### config.mk
export PLATFORM = sky130hd
export DESIGN_NAME = mem_port_arbiter_flat
export DESIGN_NICKNAME = d
export VERILOG_FILES = /design/src/rtl/mem_port_arbiter_if.sv /design/src/rtl/mem_port_arbiter.sv /design/src/flat_wrapper.sv
export SDC_FILE = /design/constraint.sdc
export NUM_CORES = 1
export LEC_CHECK = 0
export ABC_AREA = 1
export CAP_MARGIN = 10
export CELL_PAD_IN_SITES_DETAIL_PLACEMENT = 1
export CELL_PAD_IN_SITES_GLOBAL_PLACEMENT = 2
export CORE_MARGIN = 3
export CORE_UTILIZATION = 23
export DETAILED_ROUTE_END_ITERATION = 12
export PLACE_DENSITY = 0.91
export SLEW_MARGIN = 30
export SYNTH_ARGS = -nofsm -noshare
export SYNTH_HDL_FRONTEND = slang
export SYNTH_SLANG_ARGS = --single-unit
### constraint.sdc
create_clock -name clk -period 6.1 [get_ports clk]
set_clock_uncertainty 0.2 [all_clocks]
set_input_delay 1.83 -clock clk [delete_from_list [all_inputs] [get_ports clk]]
set_output_delay 1.83 -clock clk [all_outputs]
set_load 0.02 [all_outputs]
### src/rtl/mem_port_arbiter_if.sv
// Bundle of request, response and memory-side signals for mem_port_arbiter.
// The arbiter connects through the slave modport; the pipeline/memory side uses master.
interface mem_port_arbiter_if #(
  parameter int ADDR_W = 32,
  parameter int DATA_W = 32
);
  logic              if_req;
  logic [ADDR_W-1:0] if_addr;
  logic [DATA_W-1:0] if_rdata;
  logic              if_ack;
  logic              ls_req;
  logic              ls_we;
  logic [ADDR_W-1:0] ls_addr;
  logic [DATA_W-1:0] ls_wdata;
  logic [DATA_W-1:0] ls_rdata;
  logic              ls_ack;
  logic              mem_en;
  logic              mem_we;
  logic [ADDR_W-1:0] mem_addr;
  logic [DATA_W-1:0] mem_wdata;
  logic [DATA_W-1:0] mem_rdata;
  logic              stall_if;
  logic              stall_mem;
  logic              busy;

  modport slave (
    input  if_req, if_addr, ls_req, ls_we, ls_addr, ls_wdata, mem_rdata,
    output if_rdata, if_ack, ls_rdata, ls_ack,
    output mem_en, mem_we, mem_addr, mem_wdata, stall_if, stall_mem, busy
  );

  modport master (
    output if_req, if_addr, ls_req, ls_we, ls_addr, ls_wdata, mem_rdata,
    input  if_rdata, if_ack, ls_rdata, ls_ack,
    input  mem_en, mem_we, mem_addr, mem_wdata, stall_if, stall_mem, busy
  );
endinterface

### src/rtl/mem_port_arbiter.sv
// Shares one fixed-latency single-port memory between IF and MEM stages, one access at a time.
// Define MEM_ARB_FAIRNESS_EN to let a starved fetch win a tie after STARVE_MAX load/store grants.
module mem_port_arbiter #(
  parameter int ADDR_W     = 32,
  parameter int DATA_W     = 32,
  parameter int MEM_LAT    = 2,
  parameter int STARVE_MAX = 3
) (
  input  logic                clk,
  input  logic                reset,
  mem_port_arbiter_if.slave   bus
);

  localparam logic [1:0] S_IDLE  = 2'd0;
  localparam logic [1:0] S_ISSUE = 2'd1;
  localparam logic [1:0] S_WAIT  = 2'd2;
  localparam logic [1:0] S_RESP  = 2'd3;

  localparam logic [3:0] LAT_INIT = 4'(MEM_LAT);

  logic [1:0]        state_q, state_d;
  logic              owner_q, owner_d;   // 1 = load/store owns the access
  logic              we_q, we_d;
  logic [ADDR_W-1:0] addr_q, addr_d;
  logic [DATA_W-1:0] wdata_q, wdata_d;
  logic [3:0]        lat_cnt_q, lat_cnt_d;
  logic [DATA_W-1:0] if_rdata_q, if_rdata_d;
  logic [DATA_W-1:0] ls_rdata_q, ls_rdata_d;
  logic              if_ack_q, if_ack_d;
  logic              ls_ack_q, ls_ack_d;

  logic idle;
  logic if_priority;
  logic grant_ls;
  logic grant_if;

  assign idle     = (state_q == S_IDLE);
  assign grant_ls = idle && bus.ls_req && !if_priority;
  assign grant_if = idle && bus.if_req && !grant_ls;

`ifdef MEM_ARB_FAIRNESS_EN
  localparam logic [2:0] STARVE_LIM = 3'(STARVE_MAX);

  logic [2:0] starve_q, starve_d;

  assign if_priority = bus.if_req && (starve_q == STARVE_LIM);

  always_comb begin
    starve_d = starve_q;
    if (grant_if) begin
      starve_d = 3'd0;
    end else if (grant_ls && bus.if_req) begin
      starve_d = starve_q + 3'd1;
    end
  end

  always_ff @(posedge clk or posedge reset) begin
    if (reset) begin
      starve_q <= 3'd0;
    end else begin
      starve_q <= starve_d;
    end
  end
`else
  assign if_priority = 1'b0;
`endif

  always_comb begin
    state_d    = state_q;
    owner_d    = owner_q;
    we_d       = we_q;
    addr_d     = addr_q;
    wdata_d    = wdata_q;
    lat_cnt_d  = lat_cnt_q;
    if_rdata_d = if_rdata_q;
    ls_rdata_d = ls_rdata_q;
    if_ack_d   = 1'b0;
    ls_ack_d   = 1'b0;
    case (state_q)
      S_IDLE: begin
        if (grant_ls || grant_if) begin
          owner_d = grant_ls;
          we_d    = grant_ls && bus.ls_we;
          addr_d  = grant_ls ? bus.ls_addr : bus.if_addr;
          wdata_d = grant_ls ? bus.ls_wdata : wdata_q;
          state_d = S_ISSUE;
        end
      end
      S_ISSUE: begin
        lat_cnt_d = LAT_INIT;
        state_d   = S_WAIT;
      end
      S_WAIT: begin
        // Count of 1 marks the cycle the memory presents valid read data.
        if (lat_cnt_q == 4'd1) begin
          if (owner_q) begin
            if (!we_q) begin
              ls_rdata_d = bus.mem_rdata;
            end
            ls_ack_d = 1'b1;
          end else begin
            if_rdata_d = bus.mem_rdata;
            if_ack_d   = 1'b1;
          end
          state_d = S_RESP;
        end else begin
          lat_cnt_d = lat_cnt_q - 4'd1;
        end
      end
      S_RESP: begin
        state_d = S_IDLE;
      end
      default: begin
        state_d = S_IDLE;
      end
    endcase
  end

  always_ff @(posedge clk or posedge reset) begin
    if (reset) begin
      state_q    <= S_IDLE;
      owner_q    <= 1'b0;
      we_q       <= 1'b0;
      addr_q     <= '0;
      wdata_q    <= '0;
      lat_cnt_q  <= 4'd0;
      if_rdata_q <= '0;
      ls_rdata_q <= '0;
      if_ack_q   <= 1'b0;
      ls_ack_q   <= 1'b0;
    end else begin
      state_q    <= state_d;
      owner_q    <= owner_d;
      we_q       <= we_d;
      addr_q     <= addr_d;
      wdata_q    <= wdata_d;
      lat_cnt_q  <= lat_cnt_d;
      if_rdata_q <= if_rdata_d;
      ls_rdata_q <= ls_rdata_d;
      if_ack_q   <= if_ack_d;
      ls_ack_q   <= ls_ack_d;
    end
  end

  assign bus.mem_en    = (state_q == S_ISSUE);
  assign bus.mem_we    = (state_q == S_ISSUE) && we_q;
  assign bus.mem_addr  = addr_q;
  assign bus.mem_wdata = wdata_q;
  assign bus.if_rdata  = if_rdata_q;
  assign bus.ls_rdata  = ls_rdata_q;
  assign bus.if_ack    = if_ack_q;
  assign bus.ls_ack    = ls_ack_q;
  assign bus.busy      = !idle;
  assign bus.stall_if  = bus.if_req && !if_ack_q;
  assign bus.stall_mem = bus.ls_req && !ls_ack_q;

endmodule
### src/flat_wrapper.sv
// flat-port wrapper written by rule: the top's interface ports become plain ports
module mem_port_arbiter_flat 
#(
  parameter int ADDR_W     = 32,
  parameter int DATA_W     = 32,
  parameter int MEM_LAT    = 2,
  parameter int STARVE_MAX = 3
)
  (clk, reset, bus_if_req, bus_if_addr, bus_ls_req, bus_ls_we, bus_ls_addr, bus_ls_wdata, bus_mem_rdata, bus_if_rdata, bus_if_ack, bus_ls_rdata, bus_ls_ack, bus_mem_en, bus_mem_we, bus_mem_addr, bus_mem_wdata, bus_stall_if, bus_stall_mem, bus_busy);
  mem_port_arbiter_if #(.ADDR_W(ADDR_W), .DATA_W(DATA_W)) bus_i ();
  input  logic clk;
  input  logic reset;
  input wire logic [$bits(bus_i.if_req)-1:0] bus_if_req;
  input wire logic [$bits(bus_i.if_addr)-1:0] bus_if_addr;
  input wire logic [$bits(bus_i.ls_req)-1:0] bus_ls_req;
  input wire logic [$bits(bus_i.ls_we)-1:0] bus_ls_we;
  input wire logic [$bits(bus_i.ls_addr)-1:0] bus_ls_addr;
  input wire logic [$bits(bus_i.ls_wdata)-1:0] bus_ls_wdata;
  input wire logic [$bits(bus_i.mem_rdata)-1:0] bus_mem_rdata;
  output wire logic [$bits(bus_i.if_rdata)-1:0] bus_if_rdata;
  output wire logic [$bits(bus_i.if_ack)-1:0] bus_if_ack;
  output wire logic [$bits(bus_i.ls_rdata)-1:0] bus_ls_rdata;
  output wire logic [$bits(bus_i.ls_ack)-1:0] bus_ls_ack;
  output wire logic [$bits(bus_i.mem_en)-1:0] bus_mem_en;
  output wire logic [$bits(bus_i.mem_we)-1:0] bus_mem_we;
  output wire logic [$bits(bus_i.mem_addr)-1:0] bus_mem_addr;
  output wire logic [$bits(bus_i.mem_wdata)-1:0] bus_mem_wdata;
  output wire logic [$bits(bus_i.stall_if)-1:0] bus_stall_if;
  output wire logic [$bits(bus_i.stall_mem)-1:0] bus_stall_mem;
  output wire logic [$bits(bus_i.busy)-1:0] bus_busy;
  assign bus_i.if_req = bus_if_req;
  assign bus_i.if_addr = bus_if_addr;
  assign bus_i.ls_req = bus_ls_req;
  assign bus_i.ls_we = bus_ls_we;
  assign bus_i.ls_addr = bus_ls_addr;
  assign bus_i.ls_wdata = bus_ls_wdata;
  assign bus_i.mem_rdata = bus_mem_rdata;
  assign bus_if_rdata = bus_i.if_rdata;
  assign bus_if_ack = bus_i.if_ack;
  assign bus_ls_rdata = bus_i.ls_rdata;
  assign bus_ls_ack = bus_i.ls_ack;
  assign bus_mem_en = bus_i.mem_en;
  assign bus_mem_we = bus_i.mem_we;
  assign bus_mem_addr = bus_i.mem_addr;
  assign bus_mem_wdata = bus_i.mem_wdata;
  assign bus_stall_if = bus_i.stall_if;
  assign bus_stall_mem = bus_i.stall_mem;
  assign bus_busy = bus_i.busy;
  mem_port_arbiter #(.ADDR_W(ADDR_W), .DATA_W(DATA_W), .MEM_LAT(MEM_LAT), .STARVE_MAX(STARVE_MAX)) u_core (.clk(clk), .reset(reset), .bus(bus_i));
endmodule
* After elaboration in Yosys (flattened, before gate mapping)
Cells that the tools add are included.
Word-level totals: bits in read-only memories 0, RAM bits 0, bits in registers 138, logic and storage cells 52, input port bits 133, output and inout port bits 135, memories kept 0, bits in latches 0
Operators by class: order comparisons 0, shift operators 0, reduce and logical (&&, ||, !) cells 20, $mul 0, mux-type cells 12, add/sub/neg operators 1, equal/unequal tests 7, bitwise gates (word level) 2, div/mod/pow operators 0
Operators by type and width (count):
- $mux W32 | 1
- $pmux W2 S4 | 1
- $pmux W4 S2 | 1
- $logic_and A1 B1 Y1 | 7
- $mux W1 | 6
- $reduce_and A2 Y1 | 3
- $reduce_and A3 Y1 | 2
- $eq A2 B2 Y1 const B | 2
- $eq A4 B1 Y1 const B | 1
- $logic_not A1 Y1 | 4
- $mux W2 | 2
- $mux W4 | 1
- $ne A2 B2 Y1 const B | 2
- $reduce_and A4 Y1 | 1
- $sub A4 B1 Y4 const B | 1
- $eq A2 B1 Y1 const B | 1
- $logic_not A2 Y1 | 1
- $ne A2 B1 Y1 const B | 1
- $not A1 Y1 | 2
- $reduce_bool A2 Y1 | 1
- $logic_or A1 B1 Y1 | 1

* Longest topological paths before layout
word-level depth 7, depth in mapped cells 9

* Worst setup path before layout
OpenSTA, ideal clock, no wires.
path type in2out, start input port bus_ls_req, end output port bus_stall_mem, data required time 4.070 ns, buffers on the path 1, data arrival time 2.347 ns, slack 1.723 ns, stages 3, cells stage by stage inv_1 > clkbuf_1 > nor2_1
Between the ends: cells in the longest elaborated chain, start to end 1
RTL lines:
- start, declared | RTL line flat_wrapper.sv:15 | input wire logic [$bits(bus_i.ls_req)-1:0] bus_ls_req;
- $logic_and A1 B1 Y1 | RTL line mem_port_arbiter.sv:155 | assign bus.stall_mem = bus.ls_req && !ls_ack_q;
- end, declared | RTL line flat_wrapper.sv:29 | output wire logic [$bits(bus_i.stall_mem)-1:0] bus_stall_mem;
Every way passes these cells.

* Worst setup path after layout
start input port bus_if_req, end output port bus_stall_if
Between the ends: cells in the longest elaborated chain, start to end 1
RTL lines:
- start, declared | RTL line flat_wrapper.sv:13 | input wire logic [$bits(bus_i.if_req)-1:0] bus_if_req;
- $logic_and A1 B1 Y1 | RTL line mem_port_arbiter.sv:154 | assign bus.stall_if = bus.if_req && !if_ack_q;
- end, declared | RTL line flat_wrapper.sv:28 | output wire logic [$bits(bus_i.stall_if)-1:0] bus_stall_if;
Every way passes these cells.

==> impl_metrics.ini <==
[run_status]
outcome = completed

[critical_path]
r2r_cells = 8
crit_cells = 4
cpPeakStageDelay_ps = 600
endpoint_kind = output port
critPathMostFrequentCell = clkdlybuf4s50_1
arrival_ps = 3060
crit_chain = clkdlybuf4s50_1 > inv_1 > nor2_1 > clkdlybuf4s50_1
start_kind = input port
slowest_stage = clkdlybuf4s50_1
crit_fanout = 2
critPathBufInv = 3
path_class = input port to output port
required_ps = 4070
crit_family = buffers and inverters

[routing]
initialDrtViolationCount = 291
via_per_inst = 4.50
first_pass_iters = 4
vias = 5697
drt-total-wl_um = 22100
drc = 0
wl_per_cell_um = 17.5
final_antenna_net_count = 0

[timing]
fin_ws_ps = 1010
worst-slew-pin-transition_ps = 828
finalCritPeriodShare_pct = 83.5
fmax_mhz = 196
period_needed_ps = 5090
setup_tns_ps = 0
slew_headroom_pct = 44.6
setup_violations = 0
grt_setup_unrepaired = no
hold_viol_final = 0
final_max_slew_viol_count = 0

[synth]
yosys_most_used_dff = dfrtp_1
synthTopCellsByArea = dfrtp_1, nand2_1, nand3_1
avgSynthCellArea_um2 = 8.78
synth_top_area_cell = dfrtp_1
synth.most_common_cell = nand2_1
ys_seq_elements = 138
ys_types = 23
synth_common_cells = nand2_1, dfrtp_1, nand3_1
synthCells = 674
yosys_warnings = 0
seq_area_frac_synth_pct = 58.4
synth.net_count = 812
syn-cell-area_um2 = 5920
yosys.area.top_type_share_pct = 58.4
async_reset_ff_share_pct = 100
synth_edf_count = 0

[grt]
grt_pass1_wl_um = 35400
grt_usage_pct = 16.0
grt_pass1_vias = 6167
grt_max_degree = 95
grt_overflow = 0
antenna_found_initial = 0

[cells_and_area]
regArea_um2 = 3450
syn_to_final_growth_pct = 59.8
drive_above_1_share_pct = 5.88
utilization_pct = 37.4
multiInputGateArea_um2 = 2140
layout.nets = 1061
nFillCells = 2979
diodes = 0

[pwr]
vdd.ir_drop.worst_mv = 0.212
power_density_nw_per_um2 = 554
p_leak_nw = 4.14

[die]
rows = 58
start_util_pct = 23.4
core_area_um2 = 25300
ioPinCount = 268
die_x_um = 166
dieArea_um2 = 27700
fp.dieH_um = 166

[clock_network]
cts_resized = 0
clock_latency_ps = 410
cts_buffer_depth = 2
clk_pin_slew_ps = 60
cts_tree = done
ctsRootBufferMaster = clkbuf_16
cts_buffers = 17
htree_levels = 4
cts_setup_buffers = 0
postCtsHoldBufs = 0
cts_num_sinks = 138

[hold_path]
min_path_type = flip-flop to flip-flop
min_path_cells = 2

[place]
dp_hpwl_um = 15100
gp_congestion = 0.775
port_buffers = 267
place_ws_ps = 1020

[job]
cap_violations = 0
[registers in the layout, summed over array words and instances, names as in the netlist]
name	count
u_core.bus.ls_rdata	32
u_core.owner_q	1
u_core.state_q	2
u_core.bus.ls_ack	1
u_core.we_q	1
u_core.bus.mem_wdata	32
u_core.bus.mem_addr	32
u_core.lat_cnt_q	4
u_core.bus.if_rdata	32
u_core.bus.if_ack	1
[cell type report]
type | count | area share, %
multi-input combinational | 473 | 22.6
clock inverter | 14 | 1.83
tap | 330 | 4.37
inverter | 18 | 0.794
sequential | 138 | 36.5
timing repair buffer | 275 | 29.4
clock buffer | 17 | 4.50
[worst register-to-register path, stage by stage, from the launching register on]
cell and delay (ps):
dfrtp_1 400, inv_1 90, ha_2 180, buf_4 590, nand2_1 370, nand2_2 410
inv_2 350, nand2_1 180, o21ai_1 70
[placed cells by master (no fill, tap or decap)]
master	netlist	layout
nand2_4	2	2
clkbuf_16	0	17
o21ai_1	29	29
bufinv_16	0	3
nor2_1	6	6
buf_2	19	1
clkinvlp_4	0	2
ha_1	5	4
a21oi_1	31	31
o21ai_0	69	69
nand3_4	1	1
buf_12	0	1
nor2_4	3	3
buf_4	2	5
nand3_1	71	71
inv_1	15	14
buf_16	0	2
inv_6	0	3
dfrtp_1	138	138
clkdlybuf4s50_1	0	266
ha_2	0	1
inv_8	0	1
inv_2	3	3
or2_2	1	1
nand2_1	251	251
clkinv_4	0	3
clkinv_2	0	3
nor2_2	1	1
nand2_2	2	2
nand4_1	1	1
[report_power, final]
group          internal, mW  switching (mW)
combinational          1.09            1.47
clock                 0.645           0.428
sequential             1.36           0.252
[through the flow]
step	instances	hold slack [ps]	power [mW]	cell area [um2]
CTS	1263	273	5.30	9400
floorplan	674	264	2.92	5920
global route	1265	296	5.62	9460
detailed placement	1232	258	4.19	8800
global placement	1232	253	4.12	8800
finish	1265	267	5.24	9460
[worst paths after layout]
path	start	to	slack, ps
min in group asynchronous	reset	u_core.bus.if_rdata[1]	1700
max in group asynchronous	reset	u_core.state_q[0]	3310
worst min register to register	u_core.bus.if_rdata[23]	u_core.bus.if_rdata[23]	270
worst min-delay path	u_core.bus.if_rdata[23]	u_core.bus.if_rdata[23]	270
worst max-delay path	bus_if_req	bus_stall_if	1010
worst max register to register	u_core.state_q[0]	u_core.bus.mem_addr[18]	3140
[logic make-up (layout without fill, tap and decap cells)]
| group | after synthesis | count (layout) | share of synthesized area [%] |
|---|---|---|---|
| compound gates | 129 | 129 | 10.9 |
| fa+ha+maj | 5 | 5 | 1.06 |
| buf+inv | 63 | 324 | 5.60 |
| flops | 138 | 138 | 58.4 |
| simple gates | 339 | 339 | 24.1 |
[per-layer routing]
metal  vias to the layer above  routed length (um)  global-route usage, %
met4                         0                 373                   4.34
met5                         -                   0                      0
met1                      2768                9850                   20.6
met3                        20                1700                   5.46
li1                       2694                   -                      -
met2                       215               10200                   25.8
No activity file was read; power rests on OpenSTA's default activity.
==> edit 1: new RTL, same settings <==
`ADDR_W` is set to 32 in 3 places; all go to 36.
--- a/src/rtl/mem_port_arbiter_if.sv
+++ b/src/rtl/mem_port_arbiter_if.sv
@@ -3,3 +3,3 @@
 interface mem_port_arbiter_if #(
-  parameter int ADDR_W = 32,
+  parameter int ADDR_W = 36,
   parameter int DATA_W = 32
--- a/src/rtl/mem_port_arbiter.sv
+++ b/src/rtl/mem_port_arbiter.sv
@@ -3,3 +3,3 @@
 module mem_port_arbiter #(
-  parameter int ADDR_W     = 32,
+  parameter int ADDR_W     = 36,
   parameter int DATA_W     = 32,
--- a/src/flat_wrapper.sv
+++ b/src/flat_wrapper.sv
@@ -3,3 +3,3 @@
 #(
-  parameter int ADDR_W     = 32,
+  parameter int ADDR_W     = 36,
   parameter int DATA_W     = 32,
Ports: changed (resized bus_if_addr, bus_ls_addr and bus_mem_addr); port bits go from 268 to 280. No check against the original RTL was run, so the function may have changed too.
==> edit 1 against the unedited design <==
  * Count of clock-buffer cells in the layout increased by 3
  * Power about the same
  * Setup slack got worse by 0.23 ns
  * Largest power group unchanged
  * Critical path depth unchanged
  * Register-to-register slack got worse by 0.50 ns
  * Sequential cell count increased by 4
  * Critical path type unchanged
  * Area after synthesis decreased by 0.59%
  * Wire length decreased by 0.47%
  * Combinational power decreased by 2%
  * Highest routed layer unchanged
  * Final area increased by 1.5%
  * Core utilization increased by 1.3 points
==> edit 1: results <==
{
  "worstRegToRegCells": 10,
  "dpl.hpwl_mm": 15.7,
  "endpoint": "bus_stall_mem",
  "leakage_nw": 4.02,
  "cts.root.buffer_cell": "clkbuf_16",
  "worst_pin_slew_ns": 0.743,
  "critPathMaxStageDelay_ns": 0.61,
  "crit_path_start": "bus_ls_req",
  "use_met1_pct": 20.2,
  "final_nets": 1014,
  "yosysTopAreaCell": "dfrtp_1",
  "clock_path_buffers": 2,
  "status": "finished, final reports clean",
  "tns_ns": 0,
  "use_met3_pct": 7.09,
  "grt_pass1_wl_mm": 34.8,
  "post_drt_wl_per_cell_um": 18.3,
  "viasPerCell": 4.48,
  "fill_cells": 2780,
  "ir_worst_vdd_mv": 0.235,
  "timing.rr.start": "u_core.state_q[0]",
  "grt_pass1_vias": 5864,
  "synth_seq_area_share_pct": 60.4,
  "synthTopCellsByCount": "177 x nand2_1, 142 x dfrtp_1, 82 x o21ai_0",
  "clk_latency_ns": 0.41,
  "r2r-end": "u_core.state_q[1]",
  "crit_arrival_ns": 3.29,
  "rrSetupSlack_ns": 2.64,
  "grt_max_degree": 103,
  "grt_use_total_pct": 15.9,
  "synthFlopType": "dfrtp_1",
  "cpLargestDelayFamily": "buffers and inverters",
  "grtUsageMet2_pct": 24.9,
  "synth_area_leaders": "dfrtp_1 60%, nand2_1 11%, o21ai_0 7.0%, mux2_2 6.1%, a21oi_1 3.1%",
  "final_layout_size_suffix_gt1_share_pct": 9.99,
  "path_max_fanout": 10,
  "hold_class": "register to register",
  "gp_congestion": 0.751,
  "portBuffers": 279,
  "synth_fp_nets": 744,
  "drt_iter0_markers": 356
}
[edit 1: cell types whose count changed after synthesis, moves of 7 or more]
cell     delta
nor2_1      +8
buf_4       +7
buf_2       -9
nand2_1    -74
nand3_1    -66
a21oi_2     +8
o21ai_0    +13
inv_1       +7
mux2_2     +32
[edit 1: through the flow]
step	area, um2	cells	total power [mW]	util (%)	setup slack (ns)
4_1_cts	9600	1205	5.32	38.8	0.784
3_3_place_gp	8930	1171	4.12	36.1	0.783
2_1_floorplan	5880	598	2.92	-	0.260
5_1_grt	9600	1205	5.59	38.8	0.722
6_report	9600	1205	5.24	38.8	0.779
3_5_place_dp	8990	1173	4.19	36.3	0.791
[edit 1: metal layers]
metal | up-vias | wire length (um)
met2 | 229 | 10100
met5 | - | 0
met3 | 16 | 2140
met4 | 0 | 338
met1 | 2650 | 9420
li1 | 2502 | -
[edit 1: layout make-up]
| class | count | area share (%) |
|---|---|---|
| clock buffer | 20 | 4.65 |
| inverter | 24 | 1.02 |
| sequential | 142 | 37.0 |
| timing repair buffer | 287 | 30.1 |
| clock inverter | 12 | 1.66 |
| multi-input combinational | 396 | 21.3 |
| tap | 324 | 4.22 |
[edit 1: worst min-delay path, cell delays in order, from the launching register on]
cell and delay [ns]:
dfrtp_1 0.35, nand2_1 0.05, nand2_1 0.05
[edit 1: report_power, final]
part           internal (mW)  leakage [nW]  total, mW  switching (mW)
Sequential              1.39          1.61       1.65           0.253
Clock                  0.660         0.292       1.09           0.432
Combinational           1.14          2.12       2.50            1.36
Total                   3.19          4.02       5.24            2.05
[edit 1: worst min-delay path by stage]
stage	start	to	slack (ns)
finish	u_core.bus.if_rdata[13]	u_core.bus.if_rdata[13]	0.28
global route	u_core.bus.if_rdata[26]	u_core.bus.if_rdata[26]	0.31
CTS	u_core.bus.if_rdata[11]	u_core.bus.if_rdata[11]	0.29
detailed placement	u_core.bus.if_rdata[26]	u_core.bus.if_rdata[26]	0.27
global placement	u_core.bus.if_rdata[7]	u_core.bus.if_rdata[7]	0.26
floorplan	u_core.state_q[1]	u_core.state_q[1]	0.27
[edit 1: logic make-up (layout without fill, tap and decap cells)]
group	after synthesis	count (layout)	synth area share, %
adders and majority gates	5	5	1.06
xor gates and xnor gates	1	1	0.149
DFF	142	142	60.4
buffers and inverters	60	343	4.87
and+or+nand+nor	203	203	13.7
muxes	32	32	6.13
AOI/OAI and AO/OA	155	155	13.7
==> edit 2: new RTL, same flow settings <==
Without the edit above. Take the reset off `addr_q`, `wdata_q`, `if_rdata_q` and `ls_rdata_q` and load them in a clocked block of their own.
--- a/src/rtl/mem_port_arbiter.sv
+++ b/src/rtl/mem_port_arbiter.sv
@@ -123,7 +123,3 @@
       we_q       <= 1'b0;
-      addr_q     <= '0;
-      wdata_q    <= '0;
       lat_cnt_q  <= 4'd0;
-      if_rdata_q <= '0;
-      ls_rdata_q <= '0;
       if_ack_q   <= 1'b0;
@@ -134,7 +130,3 @@
       we_q       <= we_d;
-      addr_q     <= addr_d;
-      wdata_q    <= wdata_d;
       lat_cnt_q  <= lat_cnt_d;
-      if_rdata_q <= if_rdata_d;
-      ls_rdata_q <= ls_rdata_d;
       if_ack_q   <= if_ack_d;
@@ -142,2 +134,9 @@
     end
+  end
+
+  always_ff @(posedge clk) begin
+    addr_q     <= addr_d;
+    wdata_q    <= wdata_d;
+    if_rdata_q <= if_rdata_d;
+    ls_rdata_q <= ls_rdata_d;
   end
Check against the original RTL: not equivalent (Yosys sat finds a counterexample within 4 cycles, from zero or initial values and one cycle with reset high).
==> edit 2 against the unedited design <==
  * Fmax down 2.6%
  * Critical path type unchanged
  * Largest cell class unchanged
  * Non-clock buffer count down 5
  * Highest routed layer unchanged
  * Global-route usage down 3.6 points
  * Sequential share of layout area up 12 points
  * Final area down 11%
  * Area after synthesis down 18%
  * Setup slack worse by 0.14 ns
  * Sequential cell count unchanged
  * Wire length down 33%
Power is not compared: it rests on default switching activity, and its combinational part moved more than twofold at a synthesized area within 25%.
==> edit 2: results <==
{
  "fill_cells": 2126,
  "dp_worst_setup_slack_ns": 0.849,
  "grt_pass1_wl_mm": 21.3,
  "synth_fp_nets": 449,
  "synth_seq_area_share_pct": 84.3,
  "seq_share_pct": 48.5,
  "num_vias": 3543,
  "synth-edff-count": 128,
  "status": "finished, final reports clean",
  "post_drt_wl_per_cell_um": 16.9,
  "dpl_cell_area_mm2": 0.00785,
  "multi_input_area_share_pct": 7.86,
  "synth_area_leaders": "edfxtp_1 79%, nand2_1 9.4%, dfrtp_1 5.2%, ha_1 1.3%, inv_1 1.2%",
  "dp_cells": 844,
  "worst_pin_slew_ns": 0.773,
  "dr_wl_met3_mm": 1.27,
  "worstRegToRegCells": 4,
  "timing.hold.ws_ns": 0.327,
  "grt_use_total_pct": 12.4,
  "grt_pass1_vias": 3832,
  "grt_max_degree": 66,
  "use_met3_pct": 4.52,
  "met2_length_mm": 7.90,
  "path_max_fanout": 3,
  "crit_arrival_ns": 3.20,
  "bufAreaShareNonClock_pct": 32.2,
  "multi_input_area_um2": 663,
  "final_layout_size_suffix_gt1_share_pct": 6.92,
  "final-clk-cell-share_pct": 6.67,
  "nNonClkInverters": 17,
  "use_met1_pct": 13.2
}
-- edit 2: cell types whose count changed after synthesis, sizes merged, moves of 3 or more --
cell    unedited run  this run
nand3             72         8
nand2            255       125
dfrtp            138        10
buf               32         6
nor3               0         3
edfxtp             0       128
clkbuf            13         0
nor2              10         6
o21ai             98         2
a21oi             31         1
-- edit 2: tightest hold or removal path, cell delays in order (launching register included) --
cell and delay (ns):
dfrtp_1 0.38, nand2_1 0.07, nand2_1 0.05
-- edit 2: worst paths after layout --
path	from	to
worst max-delay path	bus_ls_req	bus_stall_mem
worst min-delay path	u_core.state_q[1]	u_core.state_q[1]
worst max register to register	u_core.state_q[0]	u_core.bus.mem_wdata[0]
worst min register to register	u_core.state_q[1]	u_core.state_q[1]
max in group asynchronous	reset	u_core.lat_cnt_q[2]
min in group asynchronous	reset	u_core.state_q[1]
-- edit 2: cell families after synthesis --
family	share of synthesized area (%)
and+or+nand+nor	11.6
DFF	84.3
adders and majority gates	1.29
buffers and inverters	2.55
AOI/OAI and AO/OA	0.309
